### src/rtl/pipeline_pkg.sv
// Shared fetch-stage definitions: default widths, reset fetch address and
// the fetch controller state encoding.
package pipeline_pkg;

    localparam int          DEF_ADDR_W   = 16;
    localparam int          DEF_INST_W   = 64;
    localparam logic [15:0] DEF_RESET_PC = 16'h0000;

    typedef enum logic [1:0] {
        ST_BOOT = 2'd0,
        ST_RUN  = 2'd1,
        ST_FULL = 2'd2,
        ST_HALT = 2'd3
    } fetch_state_e;

endpackage

### src/rtl/fetch_buf.sv
// Two-entry FIFO holding fetched {instruction, pc} pairs.
// Flush empties it and wins over push/pop on the same edge.
module fetch_buf #(
    parameter int W = 80
) (
    input  logic         clk,
    input  logic         rst,
    input  logic         flush_i,
    input  logic         push_i,
    input  logic [W-1:0] push_data_i,
    input  logic         pop_i,
    output logic [1:0]   count_o,
    output logic [W-1:0] head_o
);

    logic [W-1:0] mem_q [2];
    logic         wr_ptr_q;
    logic         rd_ptr_q;
    logic [1:0]   count_q;
    logic         do_push;
    logic         do_pop;

    // A push into a full buffer is only legal when the head leaves on the same edge.
    assign do_pop  = pop_i && !flush_i && (count_q != 2'd0);
    assign do_push = push_i && !flush_i && ((count_q != 2'd2) || do_pop);

    always_ff @(posedge clk or posedge rst) begin
        if (rst) begin
            mem_q[0] <= '0;
            mem_q[1] <= '0;
            wr_ptr_q <= 1'b0;
            rd_ptr_q <= 1'b0;
            count_q  <= 2'd0;
        end else if (flush_i) begin
            wr_ptr_q <= 1'b0;
            rd_ptr_q <= 1'b0;
            count_q  <= 2'd0;
        end else begin
            if (do_push) begin
                mem_q[wr_ptr_q] <= push_data_i;
                wr_ptr_q        <= ~wr_ptr_q;
            end
            if (do_pop) begin
                rd_ptr_q <= ~rd_ptr_q;
            end
            count_q <= count_q + {1'b0, do_push} - {1'b0, do_pop};
        end
    end

    assign count_o = count_q;
    assign head_o  = mem_q[rd_ptr_q];

endmodule

### src/rtl/imem_fetch_ctrl.sv
// Instruction fetch controller: sequential fetch from a one-cycle-latency
// instruction memory into a 2-deep buffer, with halt and redirect handling.
module imem_fetch_ctrl
    import pipeline_pkg::*;
#(
    parameter int                ADDR_W   = DEF_ADDR_W,
    parameter int                INST_W   = DEF_INST_W,
    parameter logic [ADDR_W-1:0] RESET_PC = ADDR_W'(DEF_RESET_PC)
) (
    input  logic              clk,
    input  logic              rst,
    output logic [ADDR_W-1:0] mem_addr,
    input  logic [INST_W-1:0] mem_ins,
    input  logic              halt,
    input  logic              redirect_valid,
    input  logic [ADDR_W-1:0] redirect_addr,
    output logic              inst_valid,
    input  logic              inst_ready,
    output logic [INST_W-1:0] inst,
    output logic [ADDR_W-1:0] inst_pc
);

    localparam int ENT_W = INST_W + ADDR_W;

    fetch_state_e      state_q, state_d;
    logic [ADDR_W-1:0] fetch_pc_q, fetch_pc_d;
    logic [ADDR_W-1:0] tag_q, tag_d;
    logic              inflight_q, inflight_d;

    logic [1:0]        buf_count;
    logic [ENT_W-1:0]  buf_head;
    logic              pop;
    logic              push;
    logic              issue;
    logic [2:0]        occ_next;

    assign pop  = inst_valid && inst_ready;
    assign push = inflight_q && !redirect_valid;

    // Entries held after this edge, counting the read that lands now.
    assign occ_next = {1'b0, buf_count} - {2'b0, pop} + {2'b0, inflight_q};

    assign issue = (state_q == ST_RUN) && !halt && !redirect_valid && (occ_next < 3'd2);

    fetch_buf #(
        .W (ENT_W)
    ) u_buf (
        .clk         (clk),
        .rst         (rst),
        .flush_i     (redirect_valid),
        .push_i      (push),
        .push_data_i ({mem_ins, tag_q}),
        .pop_i       (pop),
        .count_o     (buf_count),
        .head_o      (buf_head)
    );

    always_ff @(posedge clk or posedge rst) begin
        if (rst) begin
            state_q    <= ST_BOOT;
            fetch_pc_q <= RESET_PC;
            tag_q      <= '0;
            inflight_q <= 1'b0;
        end else begin
            state_q    <= state_d;
            fetch_pc_q <= fetch_pc_d;
            tag_q      <= tag_d;
            inflight_q <= inflight_d;
        end
    end

    always_comb begin
        state_d    = state_q;
        fetch_pc_d = fetch_pc_q;
        tag_d      = tag_q;
        inflight_d = 1'b0;

        if (redirect_valid) begin
            fetch_pc_d = redirect_addr;
        end else if (issue) begin
            fetch_pc_d = fetch_pc_q + ADDR_W'(1);
            tag_d      = fetch_pc_q;
            inflight_d = 1'b1;
        end

        case (state_q)
            ST_BOOT: state_d = ST_RUN;
            ST_RUN: begin
                if (halt) begin
                    state_d = ST_HALT;
                end else if (!redirect_valid && (occ_next == 3'd2)) begin
                    state_d = ST_FULL;
                end
            end
            ST_FULL: begin
                if (halt) begin
                    state_d = ST_HALT;
                end else if (pop || redirect_valid) begin
                    state_d = ST_RUN;
                end
            end
            ST_HALT: begin
                if (!halt) begin
                    state_d = ST_RUN;
                end
            end
            default: state_d = ST_BOOT;
        endcase
    end

    assign mem_addr   = fetch_pc_q;
    assign inst_valid = (buf_count != 2'd0);
    assign inst       = buf_head[ENT_W-1:ADDR_W];
    assign inst_pc    = buf_head[ADDR_W-1:0];

endmodule
### config.mk
export PLATFORM = sky130hd
export DESIGN_NAME = imem_fetch_ctrl
export DESIGN_NICKNAME = d
export VERILOG_FILES = /design/src/rtl/pipeline_pkg.sv /design/src/rtl/fetch_buf.sv /design/src/rtl/imem_fetch_ctrl.sv
export SDC_FILE = /design/constraint.sdc
export NUM_CORES = 1
export LEC_CHECK = 0
export BUFFER_PORTS_ARGS = -buffer_cell sky130_fd_sc_hd__buf_4
export CAP_MARGIN = 25
export CORE_ASPECT_RATIO = 1.5
export CORE_UTILIZATION = 55
export DETAILED_ROUTE_END_ITERATION = 10
export PLACE_DENSITY = 0.8
export SLEW_MARGIN = 20
export SYNTH_ARGS = -nofsm -noshare
export SYNTH_HDL_FRONTEND = slang
export SYNTH_SLANG_ARGS = --single-unit
### constraint.sdc
create_clock -name clk -period 7.2 [get_ports clk]
set_input_delay 0.36 -clock clk [delete_from_list [all_inputs] [get_ports clk]]
set_output_delay 0.36 -clock clk [all_outputs]
set_load 0.005 [all_outputs]
==> impl_metrics.csv <==
group,metric,value,unit
run_status,status,"completed",
placement,hpwl,12800,um
cts,postCtsHoldBufs,0,
cts,cts_resized,0,
final_layout,layout_common_cells,"216 x mux2_2, 198 x dfrtp_1, 184 x buf_4",
detailed_routing,drt-initial-drc-count,242,
logic_synthesis,synth.avg_cell_area,13.8,um^2
power_and_ir_drop,ir_drop,0.000180,V
worst_setup_path,crit_slowest_cell,"inv_1",
detailed_routing,wl_per_cell,17.8,um
timing,setup_violations,0,
timing,final.setup.tns,0,ps
worst_setup_path,crit_start,"u_buf.count_o[0]",
detailed_routing,vias,5791,
final_layout,area_growth,23.1,%
floorplan,core-area,0.0158,mm^2
floorplan,die_w,106,um
final_layout,nNetsFinal,910,
global_routing,grt-ovfl-total,0,
worst_setup_path,crit_family,"buffers and inverters",
placement,gp_congestion,0.921,
worst_setup_path,worstPathRequired,7500,ps
worst_setup_path,critPathMaxFanout,24,
floorplan,rows,56,
logic_synthesis,ys_seq_area_frac,0.559,
cts,cts-root-buf,"clkbuf_16",
detailed_routing,firstDrtPassIters,4,
floorplan,boundaryPins,182,
final_layout,antenna_cells,0,
worst_setup_path,worst_setup_path_start_kind,"flop",
cts,clk_latency,420,ps
logic_synthesis,synth_top_area_frac,0.559,
detailed_routing,drc_errors,0,
logic_synthesis,async_reset_ff_frac,1.00,
timing,slew_violations,0,
cts,clk_pin_slew,80,ps
power_and_ir_drop,power_density,376,mW/mm^2
worst_setup_path,slowest_delay,500,ps
global_routing,grt_pass1_vias,6240,
timing,worstMarginPinSlew,906,ps
logic_synthesis,yosysTopAreaCell,"dfrtp_1",
logic_synthesis,synth_area_leaders,"dfrtp_1 56%, mux2_2 27%, mux2_1 3.2%, nand2_1 2.6%, buf_6 1.1%",
cts,post_cts_buffers,0,
timing,finalClockSkew,19.4,ps
worst_setup_path,crit_type,"reg -> reg",
worst_setup_path,crit_top_cell,"inv_1",
detailed_routing,routed_wirelength,18400,um
timing,rsz0062_at_grt,"false",
global_routing,grt_usage,0.230,
worst_setup_path,crit_buf_inv,3,
global_routing,grt_antenna_before_repair,0,
final_layout,final_area,0.0110,mm^2
final_layout,drive_above_1_share,0.533,
logic_synthesis,ys.flop_type,"dfrtp_1",
worst_setup_path,cp-end-kind,"flop",
logic_synthesis,synth_area,0.00891,mm^2
final_layout,final_common_cell,"mux2_2",
worst_setup_path,arrival,3540,ps
cts,clock-sinks,199,
timing,period_share,0.450,
timing,fin_crit,3240,ps
floorplan,initial_core_util,0.565,
cts,cts_buffers,17,
detailed_routing,ant_nets,0,
placement,io_buffer_count,181,
power_and_ir_drop,p_leak,5.34,nW
logic_synthesis,yosysUniqueCellTypes,45,
floorplan,dieArea,0.0167,mm^2
global_routing,grt_max_degree,126,
logic_synthesis,syn_nets,739,
worst_setup_path,crit_chain,"inv_1 -> nand3_1 -> o21ai_0 -> ha_1 -> fa_1 -> nor4b_4 -> nand2_1 -> buf_4 -> inv_1 -> nand4_1 -> a31o_2",
logic_synthesis,synth-edff-count,0,
cts,cts_buffer_depth,2,
cts,htreeDepth,4,
logic_synthesis,yosys_warnings,0,
floorplan,die_h,158,um
placement,dpl_cell_area,0.0104,mm^2
global_routing,grt_pass1_wl,30000,um
cts,cts_tree,"yes",
logic_synthesis,synthCells,646,
detailed_routing,viasPerCell,5.61,
timing,relSlewSlack,0.396,
flow_run,cap_violations,0,
timing,timing.fmax,309,MHz
timing,hold_violations,0,
worst_hold_path,hold_path_class,"in -> async",
logic_synthesis,ys_seq_elements,199,
worst_setup_path,r2r-start,"u_buf.count_o[0]",
## report_power, final
group          switching, mW  total, mW  internal (mW)
registers              0.268       1.84           1.57
clock network          0.437      0.895          0.458
logic                  0.498       1.38          0.885
total                   1.20       4.12           2.92
## logic make-up after synthesis
group,share of synthesized area
flops,0.559
xor+xnor,0.00492
mux,0.306
buf+inv,0.0280
fa+ha+maj,0.0121
simple gates,0.0579
compound gates,0.0323
## worst paths after layout
check                              endpoint  slack (ps)  cells past startpoint
max                             mem_addr[8]        3960                     11
min                         u_buf.mem_q[66]         120                      2
max reg2reg                     mem_addr[8]        3960                     11
min reg2reg                u_buf.mem_q[114]         490                      1
max in group asynchronous   u_buf.mem_q[24]        5630                      3
min in group clk                mem_addr[0]         160                      3
## Yosys cell counts (2+ instances only)
library cell and instances:
o211ai_1 5, xor2_1 2, nor2b_1 2, a22oi_1 2
xnor2_1 3, buf_6 9, dfrtp_1 199, or3_1 3
o21bai_1 3, clkbuf_1 13, ha_1 7, a31o_2 3
inv_1 8, and3_1 3, mux2_2 216, a32oi_1 2
o21ai_0 8, nand3_1 11, mux2_1 25, nand4_1 8
a221o_1 5, nand2_1 62, a21o_1 2, o311ai_0 3
nor2_1 10, buf_2 10, and4_1 2, a21oi_1 3
## registers in the layout (all words and copies together) (netlist names)
| name | cells |
|---|---|
| u_buf.count_o | 2 |
| u_buf.wr_ptr_q | 1 |
| inflight_q | 1 |
| tag_q | 16 |
| mem_addr | 16 |
| u_buf.mem_q | 160 |
| state_q | 2 |
| u_buf.rd_ptr_q | 1 |
## cell type report
class                           instances  area (um^2)
Inverter                               10         45.0
Sequential cell                       199         4980
Clock buffer                           18          429
Clock inverter                         14          135
Multi-Input combinational cell        403         3690
Timing Repair Buffer                  186         1430
Tap cell                              203          254
Fill cell                            1087         4800
## through the flow
stage	total power [mW]	utilization	hold slack (ps)	setup WS (ps)	instances
after global routing	4.37	0.696	147	3670	1033
after CTS	4.16	0.696	142	3960	1033
final	4.12	0.696	119	3960	1033
after floorplan	2.60	-	454	1410	646
after global placement	3.15	0.657	464	4070	999
after detailed placement	3.25	0.660	474	4000	1001
## layer usage
layer  share of wire  routed length, um  global-route usage
met1            0.40               7450               0.266
met2            0.52               9510               0.413
met3           0.049                912              0.0441
met4           0.031                567              0.0999
met5               0                  0                   0
## worst register-to-register path: cells and delay by family, from the launching register on
family / cells / cell delay [ps]
adder cells (fa/ha/maj): 2 / 680
AO/OA/AOI/OAI: 2 / 390
AND/OR/NAND/NOR: 4 / 790
flip-flops: 1 / 400
buffers and inverters: 3 / 860
Note: power is estimated with default switching activity, not from simulation.
